--- src/rtl/oled_pkg.sv ---
// rtl/oled_pkg.sv - shared types and constants for the SSD1306 power-up sequencer
// Command table order: entry 0 is the pre-reset display-off, 1-4 charge pump/precharge, 5-13 panel setup.
package oled_pkg;

   typedef enum logic [2:0] {
      PWR_ON,
      WAIT,
      SEND,
      RST_LO,
      RST_HI,
      VBAT_ON,
      DATA,
      DONE
   } state_t;

   localparam int NUM_CMD  = 14;
   localparam int NUM_DATA = 512;

   // last table index of each command group; the sequencer moves on after sending it
   localparam logic [3:0] CMD_LAST_PRE   = 4'd0;
   localparam logic [3:0] CMD_LAST_PUMP  = 4'd4;
   localparam logic [3:0] CMD_LAST_SETUP = 4'd13;

   function automatic logic [7:0] cmd_byte(input logic [3:0] idx);
      logic [7:0] b;
      case (idx)
         4'd0:    b = 8'hAE;
         4'd1:    b = 8'h8D;
         4'd2:    b = 8'h14;
         4'd3:    b = 8'hD9;
         4'd4:    b = 8'hF1;
         4'd5:    b = 8'h81;
         4'd6:    b = 8'h0F;
         4'd7:    b = 8'hA0;
         4'd8:    b = 8'hC0;
         4'd9:    b = 8'hDA;
         4'd10:   b = 8'h00;
         4'd11:   b = 8'h20;
         4'd12:   b = 8'h00;
         4'd13:   b = 8'hAF;
         default: b = 8'h00;
      endcase
      return b;
   endfunction

endpackage

--- src/rtl/oled_spi_tx.sv ---
// rtl/oled_spi_tx.sv - SPI mode-3 byte serializer, MSB first, with an idle-high gap after each byte
// A byte occupies 18 sclk half-periods: 16 for the bits plus one idle-high sclk period.
module oled_spi_tx #(
   parameter int CLK_DIV = 8
) (
   input  logic       clk,
   input  logic       rst,
   input  logic       start,
   input  logic [7:0] byte_in,
   input  logic       dc_in,
   output logic       busy,
   output logic       done,
   output logic       sclk,
   output logic       sdin,
   output logic       dc
);

   localparam int DW = (CLK_DIV > 1) ? $clog2(CLK_DIV) : 1;
   localparam logic [DW-1:0] DIV_LAST = DW'(CLK_DIV - 1);

   logic [DW-1:0] div_cnt;
   logic [4:0]    half_cnt;
   logic [7:0]    shreg;

   always_ff @(posedge clk) begin
      done <= 1'b0;
      if (rst) begin
         busy     <= 1'b0;
         sclk     <= 1'b1;
         sdin     <= 1'b0;
         dc       <= 1'b0;
         div_cnt  <= '0;
         half_cnt <= '0;
         shreg    <= '0;
      end else if (!busy) begin
         // the start edge is also the first falling edge, so bit 7 and dc launch together
         if (start) begin
            busy     <= 1'b1;
            sclk     <= 1'b0;
            sdin     <= byte_in[7];
            dc       <= dc_in;
            shreg    <= byte_in;
            div_cnt  <= '0;
            half_cnt <= '0;
         end
      end else if (div_cnt != DIV_LAST) begin
         div_cnt <= div_cnt + 1'b1;
      end else begin
         div_cnt  <= '0;
         half_cnt <= half_cnt + 1'b1;
         if (half_cnt == 5'd17) begin
            busy     <= 1'b0;
            done     <= 1'b1;
            half_cnt <= '0;
         end else if (half_cnt == 5'd15) begin
            // park sdin low while sclk stays high; the panel only samples on rising edges
            sdin <= 1'b0;
         end else if (half_cnt < 5'd15) begin
            if (!half_cnt[0]) begin
               sclk <= 1'b1;
            end else begin
               sclk  <= 1'b0;
               sdin  <= shreg[6];
               shreg <= {shreg[6:0], 1'b0};
            end
         end
      end
   end

endmodule

--- src/rtl/oled.sv ---
// rtl/oled.sv - SSD1306 power-up sequencer: supply/reset pins, command table, 512-byte pattern fill
// Every wait is measured edge-to-edge from the action that starts it to the action that ends it.
module oled
   import oled_pkg::*;
#(
   parameter int CLK_DIV   = 8,
   parameter int DLY_1MS   = 100000,
   parameter int DLY_100MS = 10000000
) (
   input  logic clk,
   input  logic rst,
   output logic sclk,
   output logic sdin,
   output logic dc,
   output logic vdd,
   output logic vbat,
   output logic reset
);

   localparam int DMAX = (DLY_100MS > DLY_1MS) ? DLY_100MS : DLY_1MS;
   localparam int CW   = $clog2(DMAX + 1);
   // two edges are spent entering WAIT and leaving it for the return state
   localparam logic [CW-1:0] LOAD_1MS   = CW'(DLY_1MS - 2);
   localparam logic [CW-1:0] LOAD_100MS = CW'(DLY_100MS - 2);

   state_t        state, state_n, ret, ret_n;
   logic [CW-1:0] cnt, cnt_n;
   logic [3:0]    ptr, ptr_n;
   logic [8:0]    nbyte, nbyte_n;
   logic          vdd_d, vbat_d, reset_d;
   logic          start, tx_dc, busy, done;
   logic [7:0]    tx_byte;

   always_comb begin
      state_n = state;
      ret_n   = ret;
      cnt_n   = cnt;
      ptr_n   = ptr;
      nbyte_n = nbyte;
      vdd_d   = vdd;
      vbat_d  = vbat;
      reset_d = reset;
      start   = 1'b0;
      tx_byte = cmd_byte(ptr);
      tx_dc   = 1'b0;
      case (state)
         PWR_ON: begin
            vdd_d   = 1'b0;
            cnt_n   = LOAD_1MS;
            ret_n   = SEND;
            state_n = WAIT;
         end
         WAIT: begin
            if (cnt == '0) state_n = ret;
            else           cnt_n   = cnt - 1'b1;
         end
         SEND: begin
            if (done) begin
               ptr_n = ptr + 1'b1;
               if (ptr == CMD_LAST_PRE)        state_n = RST_LO;
               else if (ptr == CMD_LAST_PUMP)  state_n = VBAT_ON;
               else if (ptr == CMD_LAST_SETUP) state_n = DATA;
            end else if (!busy) begin
               start = 1'b1;
            end
         end
         RST_LO: begin
            reset_d = 1'b0;
            cnt_n   = LOAD_1MS;
            ret_n   = RST_HI;
            state_n = WAIT;
         end
         RST_HI: begin
            reset_d = 1'b1;
            cnt_n   = LOAD_1MS;
            ret_n   = SEND;
            state_n = WAIT;
         end
         VBAT_ON: begin
            vbat_d  = 1'b0;
            cnt_n   = LOAD_100MS;
            ret_n   = SEND;
            state_n = WAIT;
         end
         DATA: begin
            tx_byte = nbyte[7:0];
            tx_dc   = 1'b1;
            if (done) begin
               if (nbyte == 9'(NUM_DATA - 1)) state_n = DONE;
               else                           nbyte_n = nbyte + 1'b1;
            end else if (!busy) begin
               start = 1'b1;
            end
         end
         DONE:    ;
         default: state_n = PWR_ON;
      endcase
   end

   always_ff @(posedge clk) begin
      if (rst) begin
         state <= PWR_ON;
         ret   <= PWR_ON;
         cnt   <= '0;
         ptr   <= '0;
         nbyte <= '0;
         vdd   <= 1'b1;
         vbat  <= 1'b1;
         reset <= 1'b1;
      end else begin
         state <= state_n;
         ret   <= ret_n;
         cnt   <= cnt_n;
         ptr   <= ptr_n;
         nbyte <= nbyte_n;
         vdd   <= vdd_d;
         vbat  <= vbat_d;
         reset <= reset_d;
      end
   end

   oled_spi_tx #(.CLK_DIV(CLK_DIV)) u_spi (
      .clk     (clk),
      .rst     (rst),
      .start   (start),
      .byte_in (tx_byte),
      .dc_in   (tx_dc),
      .busy    (busy),
      .done    (done),
      .sclk    (sclk),
      .sdin    (sdin),
      .dc      (dc)
   );

endmodule

--- config.mk ---
export PLATFORM = sky130hd
export DESIGN_NAME = oled
export DESIGN_NICKNAME = d
export VERILOG_FILES = /design/src/rtl/oled_pkg.sv /design/src/rtl/oled_spi_tx.sv /design/src/rtl/oled.sv
export SDC_FILE = /design/constraint.sdc
export NUM_CORES = 1
export LEC_CHECK = 0
export CAP_MARGIN = 10
export CORE_MARGIN = 4
export CORE_UTILIZATION = 50
export CTS_BUF_LIST = sky130_fd_sc_hd__clkbuf_2
export DETAILED_ROUTE_END_ITERATION = 8
export PLACE_DENSITY = 0.68
export SYNTH_ARGS = -nofsm -noshare
export SYNTH_HDL_FRONTEND = slang
export SYNTH_HIERARCHICAL = 1
export SYNTH_SLANG_ARGS = --single-unit
--- constraint.sdc ---
create_clock -name clk -period 5.15 [get_ports clk]
set_input_delay 1.03 -clock clk [delete_from_list [all_inputs] [get_ports clk]]
set_output_delay 1.03 -clock clk [all_outputs]
set_load 0.005 [all_outputs]
---- After elaboration in Yosys (flattened, before gate mapping) ----
Memories as Yosys holds them, arrays and structs flattened. A register that Yosys moved wholly into a read port is not among the register bits.
Index checks and enable logic that the tools add are counted.
storage, ports and cells
  output and inout bits ................... 6
  flip-flop bits (word level) ............. 66
  ROM bits ................................ 128
  word-level logic and storage cells ...... 124
  memories ................................ 1
  input port bits ......................... 2
cells by class
  bitwise gates (word level) .............. 2
  add/sub/neg operators ................... 5
  multiplexer cells ....................... 52
  $lt $le $gt $ge ......................... 1
  reductions and logical operators ........ 22
  eq/ne operators ......................... 25
memories
  name              words  bits a word  rd ports  clocked after Yosys merged registers in  wr ports  RTL line        source
  (name not given)  16     8            1         1                                        0         oled_pkg.sv:26  case (idx)
operators by type and width
  cell                                                 count
  case mux 24 bit (3 select lines)                     1
  two-way mux 7 bit                                    7
  two-way mux 3 bit                                    10
  zero test 24 bit                                     1
  two-way mux 24 bit                                   1
  subtractor 24 x 1 -> 24 bit (second input constant)  1
  two-way mux 1 bit                                    23
  two-way mux 5 bit                                    4
  inequality test 2 bit (second input constant)        8
  case mux 3 bit (4 select lines)                      1
  AND reduction 6 bit                                  2
  AND reduction 5 bit                                  2
  adder 9 x 1 -> 9 bit (second input constant)         1
  == test 3 bit (second input constant)                3
  == test 9 bit (second input constant)                1
  inequality test 3 bit (second input constant)        3
  OR reduction 3 bit                                   3
  two-way mux 4 bit                                    2
  two-way mux 8 bit                                    1
  AND reduction 2 bit                                  4
  == test 3 x 2 -> 1 bit (second input constant)       2
  case mux 3 bit (2 select lines)                      1
  nonzero test 2 bit                                   3
  adder 5 x 1 -> 5 bit (second input constant)         1
  other kinds (19)                                     21

---- Depth between registers and ports, before layout ----
Gate-level depths: netlist (run 1).
  word-level depth ........................ 6
  gate-level depth with buffers ........... 9
  gate-level depth less buffers ........... 9

---- Hierarchy ----
The synthesis (run 1) kept the hierarchy.
modules (own cells, without submodules)
  module       cells an instance  times used  sequential area each (um^2)  area each (um^2)
  oled         371                1           1061.0                       3011.6
  oled_spi_tx  114                1           400.4                        1067.3

---- Least setup slack after synthesis (run 1) ----
No wires, ideal clock.
  path type ............................... input port to flip-flop
  start point ............................. input rst
  end point ............................... register (tool-made name)
  stages .................................. 5
  path buffers ............................ 1
  slack ................................... 2870 ps
  data required time ...................... 5044 ps
  data arrival time ....................... 2174 ps
  library setup time ...................... 106 ps
  cells stage by stage .................... clkbuf_1 > a21o_1 > inv_2 > or4_1 > o311ai_0
RTL lines
  item                RTL line    source
  start: declaration  oled.sv:11  input logic rst,

---- Worst setup path in the final report (run 1) ----
  start point ............................. register state[2]
  end point ............................... register cnt[14]
between the ends
  cells in the longest elaborated chain, start to end .. 4
  elaborated cells on any way between the ends .. 10
  classes of those cells .................. eq/ne: 5; mux: 1; reduce/logical: 4
RTL lines
  item                                         RTL line     source
  start: declaration                           oled.sv:26   state_t state, state_n, ret, ret_n;
  start signal: assignment                     oled.sv:111  state <= state_n;
  == test 3 bit, or another cell as far along  oled.sv:46   case (state)
  OR reduction 3 bit (no source line)          -
  nonzero test 3 bit (no source line)          -
  AND reduction 2 bit (no source line)         -
  end signal: assignment                       oled.sv:113  cnt <= cnt_n;
  end: declaration                             oled.sv:27   logic [CW-1:0] cnt, cnt_n;
Parallel ways exist; a longest one is shown, timed or not.
A chain may end at the register's enable or synchronous reset.

==> flow_summary_export.csv, run 1 <==
group,metric,value,unit
cells_and_area,multi_input_area,2390,sq um
timing,fin_crit,2.65,ns
timing,worst_pin_slew,1.11,ns
worst_setup_path,r2r-start,"state[2]",
synth,synth-simple-area-share,28.8,%
pwr,p_sw,0.658,mW
synth,synth_top_cell_by_area,"dfxtp_1",
synth,yosysTopAreaCellShare,35.8,%
cells_and_area,final_layout_size_suffix_gt1_share,10.5,%
synth,synth-xor-area-share,2.58,%
worst_setup_path,start_kind,"flip-flop",
clocking,cts_made_buffers,9,
synth,yosysWarningCount,6,
placement,dpl.hpwl,5.97,mm
worst_setup_path,r2r_end,"cnt[14]",
synth,netlist_area,4080,sq um
global_routing,track_usage,18.1,%
global_routing,grt-ovfl-total,0,
timing,slew_headroom,25.8,%
global_routing,grt_max_degree,45,
clocking,clk_pin_slew,0.20,ns
worst_setup_path,reg2reg_depth,5,
synth,ys_types,74,
clocking,clk_latency,0.54,ns
run_status,outcome,"completed",
worst_setup_path,cp_slowest_cell,"dfxtp_1",
pwr,clkPwrFrac,24.7,%
worst_setup_path,worst-path-buf-inv,0,
die,fp.dieArea,9670,sq um
die,rows,32,
timing,fmax,377,MHz
worst_setup_path,crit_path_end_kind,"flip-flop",
pwr,switching_share,38.2,%
timing,min_period_over_period,51.5,%
cells_and_area,fill_cells,768,
routing,first_pass_iters,5,
clocking,cts_resized,0,
routing,wl_per_cell,14.7,um
worst_setup_path,arrival,3.13,ns
synth,synth_nets,498,
cells_and_area,nets,493,
timing,fin_tns_setup,0,ns
synth,synth_top_family_by_area,"simple AND/OR/NAND/NOR gates",
synth,synthTopCellsByCount,"73 x dfxtp_1, 51 x nand2_1, 40 x a21oi_1",
timing,drv_slew,0,
die,start_util,52.0,%
cells_and_area,seq_area,1460,sq um
worst_setup_path,worstPathRequired,5.63,ns
synth,ys_seq_area_share,35.8,%
pwr,p_per_area,401,nW/um^2
synth,ys.flop_type,"dfxtp_1",
run,drv_cap,0,
pwr,peakVddDrop,0.154,mV
synth,synth_area_leaders,"dfxtp_1 36%, a21oi_1 4.9%, nand2_1 4.7%, ha_1 3.4%, nor2_1 3.3%",
min_path,min_to,"vdd",
synth,ys_ff_latch,73,
synth,synth-compound-area-share,19.8,%
clocking,cts_setup_buffers,0,
routing,drc_errors,0,
worst_setup_path,reg2reg_slack,2.50,ns
routing,drt-initial-drc-count,241,
synth,synth_fa_ha_area_share,3.37,%
die,pin_count,8,
synth,synthArstFlopShare,0,%
min_path,min_path_cells,2,
clocking,clockBufferDepth,2,
global_routing,grt_first_pass_wirelength,14.8,mm
worst_setup_path,crit_family,"simple AND/OR/NAND/NOR gates",
pwr,cell_internal_pwr,1.07,mW
synth,muxShareOfSynthArea,4.02,%
timing,rsz0062_at_grt,"false",
routing,viasPerCell,5.93,
timing,setup_viol,0,
synth,syn_inst,485,
placement,place_congestion,0.838,
timing,skew,0.0423,ns
global_routing,antenna_found_initial,0,
routing,ant_nets,0,
synth,yosysMostFrequentCell,"dfxtp_1",
cells_and_area,area_growth,5.43,%
routing,vias,3478,
die,die_width,98.3,um
routing,drt_wl_total,8.63,mm
die,coreArea,7850,sq um
synth,synth_edf_count,0,
worst_setup_path,critical_path_class,"flip-flop to flip-flop",
clocking,cts.sinks,73,
die,fp.dieH,98.3,um
clocking,root_buffer,"clkbuf_2",
clocking,ctsHoldBuffers,0,
worst_setup_path,slowest_delay,0.71,ns
min_path,min_from,"vdd",
clocking,cts_tree,"yes",
min_path,hold_class,"flip-flop to flip-flop",
synth,avgSynthCellArea,8.41,sq um
worst_setup_path,cp_max_fo,18,
pwr,p_seq_share,42.6,%
global_routing,grt_pass1_vias,3227,
worst_setup_path,crit_chain,"nor2b_1, xnor2_1, nand2b_1, or4_1, nand2_1",
pwr,comb_power_share,32.7,%
placement,io_buffers,7,
pwr,p_leak,1.59,nW
clocking,cts_htree_levels,3,
cells_and_area,num_antenna_cells,0,
cells_and_area,final_util,54.8,%
timing,hold_viol_final,0,
==> power groups by stage <==
stage	Sequential, mW	Combinational, mW	Clock, mW
CTS	0.735	0.557	0.437
floorplan	0.703	0.491	0
detailed placement	0.748	0.554	0
finish	0.735	0.565	0.426
global route	0.751	0.628	0.456
global placement	0.743	0.544	0
==> per-stage QoR <==
stage	power [mW]	setup slack, ns	std cells	area (sq um)	hold slack, ns
after floorplan	1.19	2.87	485	4080	0.443
after global placement	1.29	2.66	571	4140	0.445
after detailed placement	1.30	2.59	571	4140	0.446
after CTS	1.73	2.58	587	4300	0.485
after global routing	1.84	2.35	587	4300	0.518
final	1.73	2.50	587	4300	0.476
==> worst max-delay path by stage <==
stage / slack [ns] / start / cells after the start / end
3_5_place_dp: 2.59 / rst / 5 / flip-flop
6_report: 2.50 / state[2] / 5 / cnt[14]
2_1_floorplan: 2.87 / rst / 5 / flip-flop
3_3_place_gp: 2.66 / rst / 5 / flip-flop
5_1_grt: 2.35 / cnt[0] / 7 / cnt[6]
4_1_cts: 2.58 / state[2] / 5 / cnt[14]
==> tightest hold or removal path: stages, from the launching register on <==
cell and delay (ns):
dfxtp_1 0.36, o31ai_1 0.06, nand2b_1 0.05
==> metal layers <==
metal / vias to the layer above / wire (um) / track usage, %
met3: 16 / 403 / 3.21
li1: 1757 / - / -
met2: 80 / 3680 / 26.1
met1: 1625 / 4390 / 26.8
met5: - / 0 / 0
met4: 0 / 148 / 7.04
==> cell families after synthesis <==
kind of cell,count (synthesis)
multiplexers,16
adder cells (fa/ha/maj),11
flip-flops,73
buffers and inverters,47
XOR/XNOR,12
AND/OR/NAND/NOR,203
AO/OA/AOI/OAI,123
==> final cells by class <==
type,instances,share of cell area [%]
clock buffer,9,1.05
clock inverter,7,2.71
inverter,23,2.01
multi-input combinational,365,55.6
sequential,73,34.0
tap,102,2.97
timing repair buffer,8,1.69
==> cells in the final DEF (no fill, tap or decap), drive strengths merged, types with 4 or more instances in the layout <==
cell,instances
nor2b,7
a31oi,9
nor3,15
o31ai,8
clkdlybuf4s50,6
nand2,51
nand4,9
nand3,9
clkbuf,9
xor2,7
xnor2,5
mux2i,13
and3,9
nor4,8
nand3b,4
o21ai,30
nor3b,4
nand2b,9
a21oi,42
dfxtp,73
nor2,36
ha,11
or3,14
or4,10
o211ai,4
a211oi,6
inv,24
No activity file was read; power rests on OpenSTA's default activity.
==> run 2, diff against run 1 <==
--- a/config.mk
+++ b/config.mk
@@ -10,7 +10,7 @@
 export CORE_UTILIZATION = 50
 export CTS_BUF_LIST = sky130_fd_sc_hd__clkbuf_2
 export DETAILED_ROUTE_END_ITERATION = 8
-export PLACE_DENSITY = 0.68
+export PLACE_DENSITY = 0.71
 export SYNTH_ARGS = -nofsm -noshare
 export SYNTH_HDL_FRONTEND = slang
 export SYNTH_HIERARCHICAL = 1
==> constraint.sdc (replaced) <==
create_clock -name clk -period 2.3 [get_ports clk]
set_input_delay 0.46 -clock clk [delete_from_list [all_inputs] [get_ports clk]]
set_output_delay 0.46 -clock clk [all_outputs]
set_load 0.005 [all_outputs]
==> flow_summary_export.csv, run 2 (same netlist as run 1, synthesis figures left out) <==
group,metric,value,unit
worst_setup_path,cp_slowest_cell,"dfxtp_1",
die,pin_count,8,
clocking,root_buffer,"clkbuf_2",
worst_setup_path,reg2reg_slack,0.12,ns
worst_setup_path,crit_family,"simple AND/OR/NAND/NOR gates",
worst_setup_path,arrival,2.63,ns
timing,drv_slew,0,
pwr,p_seq_share,40.3,%
cells_and_area,final_util,57.1,%
pwr,p_per_area,902,nW/um^2
global_routing,track_usage,19.2,%
timing,fin_ws,0.119,ns
cells_and_area,final_cell_mix,"72 x dfxtp_1, 51 x nand2_1, 40 x a21oi_1",
pwr,p_leak,1.69,nW
timing,fin_crit,2.18,ns
cells_and_area,fill_cells,740,
die,start_util,52.0,%
worst_setup_path,slowest_delay,0.39,ns
placement,place_congestion,0.828,
routing,drt_wl_total,8.82,mm
clocking,clockBufferDepth,2,
timing,setup_viol,0,
worst_setup_path,crit_cells,8,
cells_and_area,final_layout_size_suffix_gt1_share,14.7,%
worst_setup_path,cp_max_fo,10,
pwr,power,4.04,mW
clocking,cts_tree,"yes",
timing,hold_viol_final,0,
min_path,hold_class,"input pin to flip-flop",
worst_setup_path,worstPathRequired,2.75,ns
routing,drc_errors,0,
cells_and_area,nets,513,
placement,preCtsSetupSlack,0.0809,ns
routing,first_pass_iters,5,
worst_setup_path,reg2reg_depth,8,
global_routing,antenna_found_initial,0,
die,rows,32,
worst_setup_path,critical_path_class,"flip-flop to flip-flop",
cells_and_area,seq_area,1460,sq um
clocking,cts_htree_levels,3,
worst_setup_path,crit_path_end_kind,"flip-flop",
die,die_width,98.3,um
timing,fmax,458,MHz
pwr,p_sw,1.53,mW
pwr,clkPwrFrac,23.0,%
pwr,comb_power_share,36.7,%
die,coreArea,7850,sq um
clocking,ctsHoldBuffers,0,
clocking,clk_pin_slew,0.22,ns
routing,vias,3563,
global_routing,grt-ovfl-total,0,
routing,drt-initial-drc-count,204,
global_routing,grt_max_degree,35,
timing,fin_tns_setup,0,ns
cells_and_area,num_antenna_cells,0,
global_routing,grt_first_pass_wirelength,15.6,mm
pwr,cell_internal_pwr,2.51,mW
pwr,peakVddDrop,0.364,mV
worst_setup_path,worst-path-buf-inv,2,
cells_and_area,final_common_cell,"dfxtp_1",
timing,skew,0.0282,ns
routing,wl_per_cell,14.6,um
worst_setup_path,start_kind,"flip-flop",
clocking,cts.sinks,73,
global_routing,grt_pass1_vias,3309,
timing,slew_headroom,57.4,%
cells_and_area,multi_input_area,2430,sq um
die,fp.dieH,98.3,um
run,drv_cap,0,
routing,ant_nets,0,
placement,io_buffers,7,
worst_setup_path,crit_chain,"inv_1, ha_1, nor4b_4, and3_1, buf_4, nand3_1, and4_1, nor4_1",
timing,worst_pin_slew,0.635,ns
min_path,min_path_cells,3,
die,fp.dieArea,9670,sq um
timing,timing.hold.ws,0.399,ns
run_status,outcome,"completed",
placement,dpl.hpwl,6.11,mm
clocking,cts_made_buffers,9,
pwr,switching_share,37.9,%
cells_and_area,area_growth,9.88,%
clocking,clk_latency,0.53,ns
timing,min_period_over_period,94.8,%
routing,viasPerCell,5.88,
==> run 2: area by class of cell <==
| class | instances | area share (%) |
|---|---|---|
| clock buffers | 9 | 1.01 |
| clock inverters | 6 | 2.40 |
| inverters | 23 | 1.93 |
| multi-input cells | 365 | 54.2 |
| flip-flops and latches | 73 | 32.6 |
| well taps | 102 | 2.85 |
| repair buffers | 28 | 4.97 |
==> run 2: routing by layer <==
layer	vias to the layer above	GRT usage, %	part of all wire [%]
met5	-	0	0
met4	0	5.78	1.3
met3	13	5.29	6.0
met2	100	27.4	42
met1	1653	28.1	51
li1	1797	-	-
==> run 2: power groups by stage <==
stage	Clock, mW	Sequential (mW)	Combinational, mW
global placement	0	1.63	1.38
CTS	0.949	1.62	1.42
global route	1.01	1.66	1.66
floorplan	0	1.57	1.10
detailed placement	0	1.64	1.41
finish	0.931	1.63	1.48
==> run 2: through the flow <==
| step | std cells | instance area, sq um |
|---|---|---|
| floorplan | 485 | 4080 |
| global placement | 591 | 4290 |
| detailed placement | 591 | 4290 |
| CTS | 606 | 4440 |
| global route | 606 | 4480 |
| finish | 606 | 4480 |
==> run 2: worst paths after layout <==
kind	start	end
setup / recovery	cnt[0]	cnt[10]
hold / removal	rst	flip-flop
setup reg to reg	cnt[0]	cnt[10]
hold reg to reg	vdd	vdd
==> run 2: repair_timing <==
item | CTS | global route
resized for setup | 0 | 6
endpoints found under the setup margin | 0 | 25
buffers inserted | 0 | 0
==> run 2: tightest hold or removal path, stage by stage <==
cell,delay (ns)
buf_2,0.18
or4_1,0.17
nand3_1,0.07
